**src/rtl/pinpon_pkg.sv**
```systemverilog
// rtl/pinpon_pkg.sv - shared state and side encodings for the ping-pong match controller
package pinpon_pkg;

  typedef enum logic [2:0] {
    ST_IDLE       = 3'd0,
    ST_SERVE_WAIT = 3'd1,
    ST_RALLY      = 3'd2,
    ST_SCORE      = 3'd3,
    ST_FLASH      = 3'd4,
    ST_MATCH_END  = 3'd5
  } state_t;

  localparam logic SIDE_L = 1'b0;
  localparam logic SIDE_R = 1'b1;

endpackage

```
**src/rtl/key_edge.sv**
```systemverilog
// rtl/key_edge.sv - registered rising-edge detector; a key held through reset yields no edge
module key_edge (
  input  logic clk,
  input  logic rst,
  input  logic key_i,
  output logic edge_o
);

  logic key_q;

  always_ff @(posedge clk or posedge rst) begin
    if (rst) key_q <= 1'b1;
    else     key_q <= key_i;
  end

  assign edge_o = key_i & ~key_q;

endmodule

```
**src/rtl/match_sequencer.sv**
```systemverilog
// rtl/match_sequencer.sv - match-level controller: serve order, scoring with deuce, games, flash requests
module match_sequencer
  import pinpon_pkg::*;
#(
  parameter int WIN_POINTS   = 11,
  parameter int SERVE_ROTATE = 2,
  parameter int GAMES_TO_WIN = 2,
  parameter int SCORE_W      = 5
) (
  input  logic               clk,
  input  logic               rst,
  input  logic               key_l,
  input  logic               key_r,
  input  logic               pt_valid,
  input  logic               pt_winner,
  input  logic               flash_done,
  output logic               rally_start,
  output logic               serve_side,
  output logic               flash_req,
  output logic               flash_side,
  output logic               flash_long,
  output logic [SCORE_W-1:0] score_l,
  output logic [SCORE_W-1:0] score_r,
  output logic [1:0]         games_l,
  output logic [1:0]         games_r,
  output logic               match_over
);

  localparam int ROT_W = $clog2(SERVE_ROTATE + 1);
  localparam logic [SCORE_W-1:0] WIN_P   = SCORE_W'(WIN_POINTS);
  localparam logic [SCORE_W-1:0] DEUCE_P = SCORE_W'(WIN_POINTS - 1);
  localparam logic [SCORE_W-1:0] ONE_PT  = SCORE_W'(1);
  localparam logic [SCORE_W-1:0] LEAD_2  = SCORE_W'(2);
  localparam logic [ROT_W-1:0]   ROT_LAST = ROT_W'(SERVE_ROTATE - 1);
  localparam logic [ROT_W-1:0]   ROT_ONE  = ROT_W'(1);
  localparam logic [1:0]         GAMES_WIN = 2'(GAMES_TO_WIN);

  logic edge_l, edge_r;

  key_edge u_edge_l (.clk(clk), .rst(rst), .key_i(key_l), .edge_o(edge_l));
  key_edge u_edge_r (.clk(clk), .rst(rst), .key_i(key_r), .edge_o(edge_r));

  state_t             state_q;
  logic               winner_q;
  logic [ROT_W-1:0]   rot_cnt_q;
  logic [SCORE_W-1:0] score_l_q, score_r_q;
  logic [1:0]         games_l_q, games_r_q;
  logic               serve_q, rally_start_q, flash_req_q, flash_side_q, flash_long_q, match_over_q;

  logic [SCORE_W-1:0] score_l_d, score_r_d, win_pts, lose_pts;
  logic               game_win_d, deuce, match_won;

  // Post-point scores; an equal score at or beyond WIN_POINTS-1 folds back so counters stay bounded.
  always_comb begin
    score_l_d = score_l_q;
    score_r_d = score_r_q;
    if (winner_q == SIDE_R) score_r_d = score_r_q + ONE_PT;
    else                    score_l_d = score_l_q + ONE_PT;
    if (score_l_d >= DEUCE_P && score_r_d >= DEUCE_P && score_l_d == score_r_d) begin
      score_l_d = DEUCE_P;
      score_r_d = DEUCE_P;
    end
    win_pts    = (winner_q == SIDE_R) ? score_r_d : score_l_d;
    lose_pts   = (winner_q == SIDE_R) ? score_l_d : score_r_d;
    game_win_d = (win_pts >= WIN_P) && (win_pts > lose_pts) && ((win_pts - lose_pts) >= LEAD_2);
  end

  assign deuce     = (score_l_q >= DEUCE_P) && (score_r_q >= DEUCE_P);
  assign match_won = (flash_side_q == SIDE_R) ? (games_r_q == GAMES_WIN) : (games_l_q == GAMES_WIN);

  always_ff @(posedge clk or posedge rst) begin
    if (rst) begin
      state_q       <= ST_IDLE;
      winner_q      <= SIDE_L;
      rot_cnt_q     <= '0;
      score_l_q     <= '0;
      score_r_q     <= '0;
      games_l_q     <= '0;
      games_r_q     <= '0;
      serve_q       <= SIDE_L;
      rally_start_q <= 1'b0;
      flash_req_q   <= 1'b0;
      flash_side_q  <= SIDE_L;
      flash_long_q  <= 1'b0;
      match_over_q  <= 1'b0;
    end else begin
      rally_start_q <= 1'b0;
      case (state_q)
        ST_IDLE: begin
          if (edge_l || edge_r) begin
            serve_q <= edge_l ? SIDE_L : SIDE_R;
            state_q <= ST_SERVE_WAIT;
          end
        end
        ST_SERVE_WAIT: begin
          if ((serve_q == SIDE_L && edge_l) || (serve_q == SIDE_R && edge_r)) begin
            rally_start_q <= 1'b1;
            state_q       <= ST_RALLY;
          end
        end
        ST_RALLY: begin
          if (pt_valid) begin
            winner_q <= pt_winner;
            state_q  <= ST_SCORE;
          end
        end
        ST_SCORE: begin
          score_l_q <= score_l_d;
          score_r_q <= score_r_d;
          if (game_win_d) begin
            if (winner_q == SIDE_R) games_r_q <= games_r_q + 2'd1;
            else                    games_l_q <= games_l_q + 2'd1;
          end
          flash_long_q <= game_win_d;
          flash_side_q <= winner_q;
          flash_req_q  <= 1'b1;
          state_q      <= ST_FLASH;
        end
        ST_FLASH: begin
          if (flash_done) begin
            flash_req_q <= 1'b0;
            if (!flash_long_q) begin
              if (deuce || rot_cnt_q == ROT_LAST) begin
                serve_q   <= ~serve_q;
                rot_cnt_q <= '0;
              end else begin
                rot_cnt_q <= rot_cnt_q + ROT_ONE;
              end
              state_q <= ST_SERVE_WAIT;
            end else if (match_won) begin
              match_over_q <= 1'b1;
              state_q      <= ST_MATCH_END;
            end else begin
              score_l_q <= '0;
              score_r_q <= '0;
              rot_cnt_q <= '0;
              serve_q   <= ~flash_side_q;
              state_q   <= ST_SERVE_WAIT;
            end
          end
        end
        ST_MATCH_END: begin
          if (edge_l || edge_r) begin
            score_l_q    <= '0;
            score_r_q    <= '0;
            games_l_q    <= '0;
            games_r_q    <= '0;
            rot_cnt_q    <= '0;
            serve_q      <= SIDE_L;
            flash_side_q <= SIDE_L;
            flash_long_q <= 1'b0;
            match_over_q <= 1'b0;
            state_q      <= ST_IDLE;
          end
        end
        default: state_q <= ST_IDLE;
      endcase
    end
  end

  assign rally_start = rally_start_q;
  assign serve_side  = serve_q;
  assign flash_req   = flash_req_q;
  assign flash_side  = flash_side_q;
  assign flash_long  = flash_long_q;
  assign score_l     = score_l_q;
  assign score_r     = score_r_q;
  assign games_l     = games_l_q;
  assign games_r     = games_r_q;
  assign match_over  = match_over_q;

endmodule

```
**config.mk**
```make
export PLATFORM = sky130hd
export DESIGN_NAME = match_sequencer
export DESIGN_NICKNAME = d
export VERILOG_FILES = /design/src/rtl/pinpon_pkg.sv /design/src/rtl/key_edge.sv /design/src/rtl/match_sequencer.sv
export SDC_FILE = /design/constraint.sdc
export NUM_CORES = 1
export LEC_CHECK = 0
export ABC_AREA = 0
export BUFFER_PORTS_ARGS = -buffer_cell sky130_fd_sc_hd__buf_2
export CORE_MARGIN = 1
export CORE_UTILIZATION = 55
export DETAILED_ROUTE_END_ITERATION = 7
export GPL_TIMING_DRIVEN = 1
export PLACE_DENSITY = 0.76
export SYNTH_ARGS = -nofsm -noshare
export SYNTH_HDL_FRONTEND = slang
export SYNTH_SLANG_ARGS = --single-unit
```
**constraint.sdc**
```tcl
create_clock -name clk -period 10.2 [get_ports clk]
set_clock_uncertainty 0.05 [all_clocks]
set_input_delay 0.51 -clock clk [delete_from_list [all_inputs] [get_ports clk]]
set_output_delay 0.51 -clock clk [all_outputs]
set_load 0.01 [all_outputs]
```
# --- Yosys cells after proc, flatten, opt, wreduce, memory -nomap -nowiden ---
# Cells that the tools add are included.
word_totals:
  register_bits: 28
  in_bits: 7
  wordCells: 133
op_classes:
  add_sub_neg: 6
  order_cmp: 7
  eq_ne: 22
  muxes: 51
  n_bitwise: 6
  reduce_logical: 26
ops:
  columns: ["op", "n"]
  rows:
  - ["2-to-1 mux 5 bit", 10]
  - ["case mux 5 bit (3 select lines)", 2]
  - ["greater-or-equal comparator 5 x 4 -> 1 bit (second input constant)", 5]
  - ["!= test 2 bit (second input constant)", 11]
  - ["2-to-1 mux 3 bit", 7]
  - ["2-to-1 mux 2 bit", 9]
  - ["case mux 3 bit (6 select lines)", 1]
  - ["AND reduction 5 bit", 3]
  - ["2-to-1 mux 1 bit", 14]
  - ["case mux 2 bit (2 select lines)", 3]
  - ["AND reduction 4 bit", 3]
  - ["adder 5 x 1 -> 5 bit (second input constant)", 2]
  - ["case mux 1 bit (2 select lines)", 4]
  - ["logical AND 1 bit", 7]
  - ["adder 2 x 1 -> 2 bit (second input constant)", 3]
  - ["equality test 3 x 2 -> 1 bit (second input constant)", 2]
  - ["equality test 3 bit (second input constant)", 2]
  - ["!= test 3 bit (second input constant)", 2]
  - ["AND reduction 2 bit", 3]
  - ["AND reduction 6 bit", 1]
  - ["nonzero test 2 bit", 3]
  - ["nonzero test 3 bit", 2]
  - ["equality test 5 bit", 1]
  - ["greater-or-equal comparator 5 x 2 -> 1 bit (second input constant)", 1]
  - ["other kinds (10)", 17]

# --- Logic depth before layout (Yosys ltp) ---
# Gate-level depths: netlist of run 1.
depth:
  depth_word: 12
  ltp_mapped: 18
  mapped_depth_nobuf: 16

# --- Cells and area by module ---
# From an unflattened synthesis of run 1, not the netlist that was laid out.
unflattened:
  hier_cells: 272
  area_unflattened_um2: 2324.7
modules_own_cells:
  columns: ["mod", "instances", "cells_per_inst", "area_each_um2", "seq_area_each_um2"]
  rows:
  - ["match_sequencer", 1, 266, 2237.1, 650.6]
  - ["key_edge", 2, 3, 43.8, 26.3]

# --- Least setup slack after synthesis of run 1 ---
# Ideal clock, no wire load.
synth_timing:
  path_type: "reg-to-reg"
  from: "register score_l_q[1] (netlist: score_l[1])"
  to: "register games_l_q[0] (netlist: games_l[0])"
  setup_time_ns: 0.130
  arrival_time_ns: 3.580
  required_ns: 10.020
  slack_ns: 6.440
  stages_incl_launch_ff: 17
  synth_period_minus_slack_ns: 3.760
  cell_sequence: "dfrtp_1 ha_1 buf_4 nand4b_2 xor2_1 or3_4 a221oi_4 buf_4 nor2_1 ha_1 fa_1 nor3b_1 o221ai_1 o22ai_1 nor2b_1 nand3_1 mux2i_1"
synth_via:
  elab_chain_len: 12
  elab_cells_between_ends: 18
  cone_classes: "add/sub: 2; order compare: 4; eq/ne: 2; mux: 5; reduce/logical: 5"
synth_lines:
  columns: ["item", "line", "text"]
  rows:
  - ["from (decl)", "match_sequencer.sv:46", "logic [SCORE_W-1:0] score_l_q, score_r_q;"]
  - ["from (signal assigned)", "match_sequencer.sv:108", "score_l_q <= score_l_d;"]
  - ["adder 5 x 1 -> 5 bit", "match_sequencer.sv:58", "else score_l_d = score_l_q + ONE_PT;"]
  - ["2-to-1 mux 5 bit *", "match_sequencer.sv:57", "if (winner_q == SIDE_R) score_r_d = score_r_q + ONE_PT;"]
  - ["greater-or-equal comparator 5 x 4 -> 1 bit", "match_sequencer.sv:59", "if (score_l_d >= DEUCE_P && score_r_d >= DEUCE_P && score_l_d == score_r_d) begin"]
  - ["logical AND 1 bit (2 in series)", "match_sequencer.sv:59", null]
  - ["2-to-1 mux 5 bit", "match_sequencer.sv:59", null]
  - ["2-to-1 mux 5 bit (on tied branches)", "match_sequencer.sv:63, match_sequencer.sv:64", null]
  - ["subtractor 5 bit, or another cell as far along", "match_sequencer.sv:65", "game_win_d = (win_pts >= WIN_P) && (win_pts > lose_pts) && ((win_pts - lose_pts) >= LEAD_2);"]
  - ["greater-or-equal comparator 5 x 2 -> 1 bit or logical AND 1 bit (tied branches)", "match_sequencer.sv:65", null]
  - ["logical AND 1 bit *", "match_sequencer.sv:65", null]
  - ["!= test 2 bit (no line) *", null, null]
  - ["AND reduction 4 bit (no line) *", null, null]
  - ["to (signal assigned)", "match_sequencer.sv:112", "else games_l_q <= games_l_q + 2'd1;"]
  - ["to (decl)", "match_sequencer.sv:47", "logic [1:0] games_l_q, games_r_q;"]
# Every way passes the cells marked *; elsewhere a longest branch is shown, timed or not.
# A chain may end at the register's enable or synchronous reset.

# --- Worst setup path after layout of run 1 ---
layout_timing:
  from: "register score_l_q[1] (netlist: score_l[1])"
  to: "register games_l_q[1] (netlist: games_l[1])"
# Same word-level chain as after synthesis.

==> results_dict.tcl, run 1 <==
set metrics [dict create \
    placement.io_buffers 26 \
    cts_hold_repair.buffers 0 \
    worst_ir_drop_vdd_uv 200 \
    cts_max_level 1 \
    max_cap_viol_count 0 \
    power_switching_uw 461 \
    post-route-drc-count 0 \
    number_of_enable_type_register_cells_in_the_synthesized_netlist 0 \
    layout.nets 299 \
    critical_path_required_ns 10.29 \
    wl_per_cell_um 16.9 \
    postRouteWirelength_um 5550 \
    pwr-share-comb_pct 66.7 \
    ios 27 \
    clock_path_buffers 2 \
    worst_hold_class "input port to register" \
    synth_top_area_share_pct 29.0 \
    holdWs_ns 0.299 \
    cts_made_buffers 3 \
    num_antenna_cells 0 \
    syn_to_final_growth_pct 5.96 \
    post_cts_resize_count 0 \
    slew_of_the_pin_with_the_lowest_slew_margin_ns 1.10 \
    cts_setup_buffers 0 \
    detailed_routing_iterations_pass_1 4 \
    yosysSeqAreaShare_pct 31.3 \
    ctsRootBufferMaster "clkbuf_8" \
    filler_cell_count 340 \
    fp.coreArea_um2 3800 \
    startpoint_types "register" \
    power_frac_clock_pct 6.9 \
    final.period_utilization_pct 42.3 \
    route.vias.total 2077 \
    endpoint_kind "register" \
    finalSetupTns_ns 0 \
    syn_area_per_cell_um2 8.32 \
    ys_ff_latch 28 \
    drive_gt1_share_pct 14.6 \
    hold_viol 0 \
    place_hpwl_um 4050 \
    yosys-top-cells-area "dfrtp_1 (29%), ha_1 (5.6%), nand2_1 (4.5%), a21oi_1 (4.5%), mux2i_1 (4.0%)" \
    synth_cells 270 \
    crit_path_top_delay_cell "dfrtp_1" \
    critical_path_buf_inv_count 0 \
    fmax_mhz 232 \
    power.switching_fraction_pct 51.9 \
    viasPerCell 6.33 \
    global_route_wire_length_before_repair_um 9160 \
    cpLargestDelayFamily "compound AO/OA/AOI/OAI gates" \
    setup-violations-final 0 \
    total_standard_cell_area_after_synthesis_um2 2250 \
    grt_antenna_before_repair 0 \
    critical_path_peak_fanout 13 \
    postSynth.topFlopCell "dfrtp_1" \
    slowest_delay_ns 0.55 \
    p_int_uw 428 \
    power_density_nw_per_um2 373 \
    grt_start_max_net_pins 32 \
    clkLatencyLatePin_ns 0.28 \
    first_global_vias 1857 \
    gpl.final_weighted_congestion 0.936 \
    ys_types 55 \
    clk_transition_reported_paths_ns 0.10 \
    global_routing_usage_summed_across_all_routing_layers_pct 28.0 \
    run_status "complete, no violations" \
    synth_nets 288 \
    tritoncts "built" \
    clock-sinks 28 \
    crit_chain "ha_1 > nand4b_2 > xor2_1 > o2111ai_1 > a221oi_4 > nor2_1 > ha_1 > fa_1 > nor3b_1 > o221ai_1 > o22ai_1 > nand2b_1 > o311ai_1 > nand3_1" \
    rows 22 \
    die_area_um2 4340 \
    dr.first_iter.drc_count 195 \
    power.share.sequential_pct 26.4 \
    grt-ovfl-total 0 \
    initial_core_util_pct 59.1 \
    final_cell_mix "nand2_1 (27), dfrtp_1 (26), buf_2 (26)" \
    die_height_um 65.9 \
    async_flop_share_pct 100 \
    yosys_warnings 0 \
    critPathMostFrequentCell "ha_1" \
    slew_violations 0 \
    dieWidth_um 65.9 \
    antenna_violating_nets_post_route 0 \
    netlist.top_cell.by_area "dfrtp_1" \
    timing.final.crit_period_ns 4.31 \
    maxSlewHeadroom_pct 26.4 \
    rsz0062_at_grt "no" \
    worst-setup-path-type "register to register" \
    critPathArrivalTime_ns 4.41 \
    leakagePower_uw 0.00106 \
    most_common_cell_after_layout_fill_and_taps_aside "nand2_1" \
]
layout make-up:
class	instances	area, um^2	share of cell area, %
timing repair buffer	27	138	5.78
tap	48	60.1	2.52
sequential	28	703	29.5
multi-input combinational	207	1380	58.0
inverter	14	52.6	2.21
clock buffer	4	45.0	1.89
final timing paths:
check	from	end	slack (ns)	depth (start not counted)
worst min-delay path	key_r	u_edge_r.key_q$_DFF_PP1_	0.30	1
max in group asynchronous	rst	games_l[1]$_DFFE_PP0P_	8.97	2
worst max-delay path	score_l[1]$_DFFE_PP0P_	games_l[1]$_DFFE_PP0P_	5.89	14
worst max register to register	score_l[1]$_DFFE_PP0P_	games_l[1]$_DFFE_PP0P_	5.89	14
min in group asynchronous	rst	rot_cnt_q[1]$_DFFE_PP0P_	0.44	2
worst min register to register	rot_cnt_q[1]$_DFFE_PP0P_	rot_cnt_q[1]$_DFFE_PP0P_	0.45	2
metal layers:
metal  track usage, %  share of wire [%]
met5                0                  0
met2             42.5                 45
met1             39.8                 46
met3             5.00                7.9
met4             9.51                1.6
sequential cells by signal, summed over array words and instances (netlist names):
signal	count
serve_side	1
u_edge_l.key_q	1
match_over	1
flash_side	1
u_edge_r.key_q	1
score_l	5
rally_start	1
games_l	2
flash_long	1
score_r	5
games_r	2
flash_req	1
rot_cnt_q	2
winner_q	1
state_q	3
synth_stat cells (2+ instances only):
| library cell | number |
|---|---|
| or2_2 | 3 |
| o21ai_1 | 4 |
| dfrtp_1 | 26 |
| clkbuf_1 | 10 |
| xnor2_1 | 8 |
| buf_2 | 5 |
| o21ai_0 | 16 |
| a21oi_1 | 20 |
| a21o_1 | 2 |
| ha_1 | 10 |
| inv_1 | 14 |
| mux2i_1 | 9 |
| nand2_1 | 27 |
| a22oi_1 | 2 |
| nand3b_1 | 6 |
| nand2b_1 | 6 |
| dfstp_2 | 2 |
| a31oi_1 | 3 |
| nor3b_1 | 3 |
| o221ai_1 | 2 |
| nor2_1 | 16 |
| and3b_1 | 2 |
| xor2_1 | 4 |
| nand3_1 | 9 |
| o31ai_1 | 2 |
| a211o_1 | 3 |
| or3_1 | 3 |
| nand4_1 | 7 |
| buf_4 | 4 |
| nor2b_1 | 7 |
| o311ai_1 | 2 |
| o41ai_1 | 4 |
| o22ai_1 | 4 |
| a211oi_1 | 3 |
| o21a_1 | 2 |
stage by stage:
stage	std cells	power [uW]	util [%]	instance area (um^2)	setup WS [ns]
3_3_place_gp	324	803	61.5	2330	6.12
4_1_cts	328	878	62.6	2380	5.98
3_5_place_dp	324	813	61.5	2330	6.01
5_1_grt	328	968	62.6	2380	5.64
6_report	328	889	62.6	2380	5.89
2_1_floorplan	270	678	-	2250	6.44
power groups by stage:
stage,sequential [uW],combinational [uW],clock (uW)
2_1_floorplan,202,477,0
3_3_place_gp,232,571,0
3_5_place_dp,233,580,0
4_1_cts,231,584,62.4
5_1_grt,243,657,67.8
6_report,234,593,61.7
logic make-up (layout without fill, tap and decap cells):
kind of cell    Yosys count  count (layout)  synth area share (%)
fa+ha+maj                11              11                  6.46
xor+xnor                 12              12                  4.68
buf+inv                  35              45                  7.19
simple gates            101             101                  24.8
flops                    28              28                  31.3
mux                       9               9                  4.01
compound gates           74              74                  21.5
Note: power is estimated with default switching activity, not from simulation.
==> run 2, diff against run 1 <==
clock period = 4.2 ns   (was 10.2 ns; I/O delays follow)
==> run 2 against run 1 <==
Against the previous run: register-to-register slack worse by 5.5 ns; via count up 1.7%; largest power group unchanged; non-clock buffer count up 12; critical path depth down 1; combinational power rose to 2.5 times the previous value; utilization up 2.7 points; die area unchanged; routed wire length down 2.3%.
==> results_dict.tcl, run 2 (same netlist as run 1, synthesis figures left out) <==
set metrics [dict create \
    hp-start "pt_winner" \
    clock-sinks 28 \
    setup-violations-final 0 \
    startpoint_types "register" \
    total_power_uw 2210 \
    fin_area_um2 2480 \
    layout.nets 311 \
    leakagePower_uw 0.00112 \
    max_cap_viol_count 0 \
    rsz0062_at_grt "no" \
    placement.io_buffers 26 \
    tritoncts "built" \
    worst_hold_class "input port to register" \
    clkLatencyLatePin_ns 0.27 \
    power_switching_uw 1110 \
    clk_transition_reported_paths_ns 0.10 \
    placement.cell_area_um2 2410 \
    post-route-drc-count 0 \
    initial_core_util_pct 59.1 \
    critical_path_required_ns 4.30 \
    grt_start_max_net_pins 29 \
    syn_to_final_growth_pct 10.5 \
    finalSetupTns_ns 0 \
    die_height_um 65.9 \
    gpl.final_weighted_congestion 0.905 \
    p_int_uw 1100 \
    final_cell_mix "nand2_1 (27), dfrtp_1 (26), buf_2 (26)" \
    power.switching_fraction_pct 50.3 \
    ctsRootBufferMaster "clkbuf_8" \
    pwr-share-comb_pct 68.6 \
    dr.first_iter.drc_count 189 \
    num_antenna_cells 0 \
    hold_viol 0 \
    timing.final.crit_period_ns 3.83 \
    endpoint_kind "register" \
    most_common_cell_after_layout_fill_and_taps_aside "nand2_1" \
    wl_per_cell_um 15.9 \
    place_hpwl_um 4040 \
    grt_antenna_before_repair 0 \
    power_density_nw_per_um2 889 \
    clock_path_buffers 2 \
    power_frac_clock_pct 6.7 \
    run_status "complete, no violations" \
    detailed_routing_iterations_pass_1 7 \
    cts_made_buffers 3 \
    viasPerCell 6.21 \
    dpl_worst_slack_ns 0.384 \
    final.setup.worst_slack_ns 0.366 \
    dieWidth_um 65.9 \
    fp.coreArea_um2 3800 \
    slew_violations 0 \
    grt-ovfl-total 0 \
    critical_path_peak_fanout 13 \
    worst_r2r_startpoint "score_l[2]$_DFFE_PP0P_" \
    drive_gt1_share_pct 17.8 \
    worst_setup_path_startpoint "score_l[2]$_DFFE_PP0P_" \
    die_area_um2 4340 \
    global_route_wire_length_before_repair_um 9300 \
    postRouteWirelength_um 5420 \
    antenna_violating_nets_post_route 0 \
    maxSlewHeadroom_pct 32.1 \
    rows 22 \
    critPathArrivalTime_ns 3.93 \
    worst_ir_drop_vdd_uv 454 \
    final.period_utilization_pct 91.3 \
    cts_max_level 1 \
    cts_setup_buffers 0 \
    route.vias.total 2113 \
    worst-setup-path-type "register to register" \
    power.share.sequential_pct 24.7 \
    global_routing_usage_summed_across_all_routing_layers_pct 28.1 \
    fmax_mhz 261 \
    first_global_vias 1974 \
    slew_of_the_pin_with_the_lowest_slew_margin_ns 1.02 \
    ios 27 \
]
==> run 2: changes by cell type in the layout (fill, tap and decap cells not counted), sizes merged <==
cell,previous run,this run
dlygate4sd3,0,2
buf,27,37
==> run 2: layer usage <==
layer	vias up	wire length, um	GRT usage, %
li1	1006	-	-
met2	77	2450	41.8
met1	1028	2600	41.5
met5	-	0	0
met3	2	338	5.00
met4	0	36	7.34
==> run 2: worst paths after layout <==
check | slack (ns) | depth (start not counted) | endpoint
setup / recovery | 0.37 | 13 | games_l[1]$_DFFE_PP0P_
hold / removal | 0.10 | 3 | winner_q$_DFFE_PP0P_
setup reg to reg | 0.37 | 13 | games_l[1]$_DFFE_PP0P_
hold reg to reg | 0.44 | 2 | flash_req$_DFFE_PP0P_
max in group asynchronous | 3.36 | 2 | serve_side$_DFFE_PP0P_
min in group asynchronous | 0.11 | 2 | rot_cnt_q[0]$_DFFE_PP0P_
==> run 2: worst max-delay path, cell delays in order (launching register included) <==
cell,delay (ns)
dfrtp_1,0.65
nand4b_1,0.22
xnor2_2,0.23
or3_4,0.38
a221oi_4,0.46
nor2_1,0.10
ha_1,0.22
fa_1,0.38
nor3b_1,0.15
o221ai_1,0.18
o22ai_1,0.12
nand2b_1,0.19
o311ai_1,0.27
nand3_1,0.11
==> run 2: area by class of cell <==
| class | count | area (um^2) |
|---|---|---|
| multi-input cells | 207 | 1390 |
| clock buffers | 4 | 45.0 |
| flip-flops and latches | 28 | 703 |
| inverters | 14 | 52.6 |
| well taps | 48 | 60.1 |
| repair buffers | 39 | 233 |
| fillers | 341 | 1320 |
==> run 2: repair_timing <==
| action | CTS | global route |
|---|---|---|
| hold buffers | 2 | 0 |
| hold endpoints to repair | 2 | 0 |
| resized for setup | 0 | 1 |
| endpoints found under the setup margin | 0 | 3 |
==> run 2: through the flow <==
step / instances / util [%] / hold WS, ns
floorplan: 270 / - / 0.164
global placement: 334 / 63.4 / 0.276
detailed placement: 334 / 63.4 / 0.278
CTS: 340 / 65.2 / 0.106
global route: 340 / 65.3 / 0.135
finish: 340 / 65.3 / 0.101
==> run 2: power by group through the flow <==
stage	registers [uW]	logic (uW)	clock network [uW]
after floorplan	490	1160	0
after global placement	538	1460	0
after detailed placement	542	1490	0
after CTS	537	1500	151
after global routing	561	1700	161
final	544	1510	148
==> run 3, diff against run 2 <==
clock period = 3.95 ns   (was 4.2 ns; I/O delays follow)
==> run 3 against run 2 <==
Against the previous run: sequential power grew 3%; final cell count grew 2.1%; non-clock buffer count grew 7; count of clock-buffer cells in the layout is the same; clock power grew 6%; via count grew 1.8%; flip-flop and latch count is the same; routed wire length grew 6.0%; critical path depth grew 3; first-iteration DRC count shrank 17%; register-to-register slack lost 0.17 ns; critical path type unchanged.
==> results_dict.tcl, run 3 (same netlist as run 1, synthesis figures left out) <==
set metrics [dict create \
    antenna_violating_nets_post_route 0 \
    clkLatencyLatePin_ns 0.28 \
    clk_transition_reported_paths_ns 0.10 \
    dieWidth_um 65.9 \
    worst-setup-path-type "register to register" \
    wl_per_cell_um 16.6 \
    dr.first_iter.drc_count 157 \
    fmax_mhz 266 \
    run_status "complete, no violations" \
    startpoint_types "register" \
    layout.nets 318 \
    power_density_nw_per_um2 972 \
    clock_path_buffers 2 \
    gpl.final_weighted_congestion 0.919 \
    critical_path_required_ns 4.05 \
    detailed_routing_iterations_pass_1 4 \
    worst_hold_class "input port to register" \
    place_hpwl_um 4170 \
    initial_core_util_pct 59.1 \
    tritoncts "built" \
    global_route_wire_length_before_repair_um 9530 \
    clock-sinks 28 \
    drive_gt1_share_pct 23.1 \
    post-route-drc-count 0 \
    first_global_vias 1962 \
    slew_violations 0 \
    setup-violations-final 0 \
    slew_of_the_pin_with_the_lowest_slew_margin_ns 1.04 \
    final_cell_mix "nand2_1 (27), buf_2 (26), dfrtp_1 (23)" \
    leakagePower_uw 0.00117 \
    die_height_um 65.9 \
    ctsRootBufferMaster "clkbuf_8" \
    grt_start_max_net_pins 29 \
    fp.coreArea_um2 3800 \
    worst_ir_drop_vdd_uv 480 \
    grt_antenna_before_repair 0 \
    final.period_utilization_pct 95.0 \
    syn_to_final_growth_pct 15.4 \
    route.vias.total 2151 \
    rows 22 \
    num_antenna_cells 0 \
    worst_setup_path_startpoint "score_l[1]$_DFFE_PP0P_" \
    most_common_cell_after_layout_fill_and_taps_aside "nand2_1" \
    ios 27 \
    die_area_um2 4340 \
    postRouteWirelength_um 5750 \
    reg2regPathDepth 16 \
    global_routing_usage_summed_across_all_routing_layers_pct 28.8 \
    max_cap_viol_count 0 \
    maxSlewHeadroom_pct 30.6 \
    final.setup.worst_slack_ns 0.197 \
    placement.io_buffers 26 \
    critical_path_peak_fanout 8 \
    final_util_pct 68.2 \
    hp-start "pt_winner" \
    worst_r2r_startpoint "score_l[1]$_DFFE_PP0P_" \
    cts_max_level 1 \
    critPathArrivalTime_ns 3.85 \
    endpoint_kind "register" \
    dpl_worst_slack_ns 0.118 \
    timing.final.crit_period_ns 3.75 \
    hold_viol 0 \
    viasPerCell 6.20 \
    grt-ovfl-total 0 \
    worstHoldPathCells 3 \
    cts_made_buffers 3 \
]
run 3: critical path: stages (launching register included):
cell      delay, ns
dfrtp_1        0.37
buf_4          0.19
nand4b_1       0.13
xnor2_1        0.40
or3_4          0.24
a221oi_4       0.07
buf_4          0.16
buf_4          0.14
a211o_1        0.22
ha_1           0.23
fa_1           0.41
nor3b_1        0.16
o221ai_1       0.22
o22ai_2        0.14
nand2b_4       0.17
o311ai_1       0.22
nand3_1        0.11
run 3: layout make-up:
type	instances	area, um^2
multi-input combinational	207	1440
fill	324	1210
sequential	28	707
timing repair buffer	46	289
tap	48	60.1
inverter	14	52.6
clock buffer	4	45.0
run 3: power breakdown:
group          leakage (uW)  total [uW]  switching, uW  internal [uW]
Sequential         0.000336         558            165            394
Combinational      0.000809        1810           1000            803
Clock             0.0000228         157           85.0           72.3
run 3: routing by layer:
| layer | vias to the layer above | GRT usage [%] | routed length (um) |
|---|---|---|---|
| li1 | 1025 | - | - |
| met1 | 1022 | 41.8 | 2590 |
| met2 | 98 | 46.2 | 2690 |
| met3 | 6 | 3.10 | 434 |
| met4 | 0 | 5.43 | 31 |
| met5 | - | 0 | 0 |
run 3: stage by stage:
stage	instances	hold WS (ns)	instance area (um^2)	TNS, ns	total power, uW
after floorplan	270	0.152	2250	0	1750
after global placement	336	0.264	2420	0	2150
after detailed placement	336	0.268	2420	0	2190
after CTS	342	0.0746	2490	0	2350
after global routing	347	0.0898	2590	-0.00423	2750
final	347	0.0726	2590	0	2520
run 3: timing repair:
action | in CTS | in global routing
setup endpoints to repair | 0 | 5
hold buffers | 2 | 0
setup buffers | 0 | 5
resized for setup | 0 | 12
endpoints found under the hold margin | 2 | 0
run 3: final timing paths:
check                      slack (ns)                  endpoint
hold reg to reg                  0.44  rot_cnt_q[1]$_DFFE_PP0P_
max in group asynchronous        3.03    score_r[0]$_DFFE_PP0P_
setup / recovery                 0.20    games_l[1]$_DFFE_PP0P_
hold / removal                   0.07      winner_q$_DFFE_PP0P_
setup reg to reg                 0.20    games_l[1]$_DFFE_PP0P_
min in group asynchronous        0.11  rot_cnt_q[1]$_DFFE_PP0P_
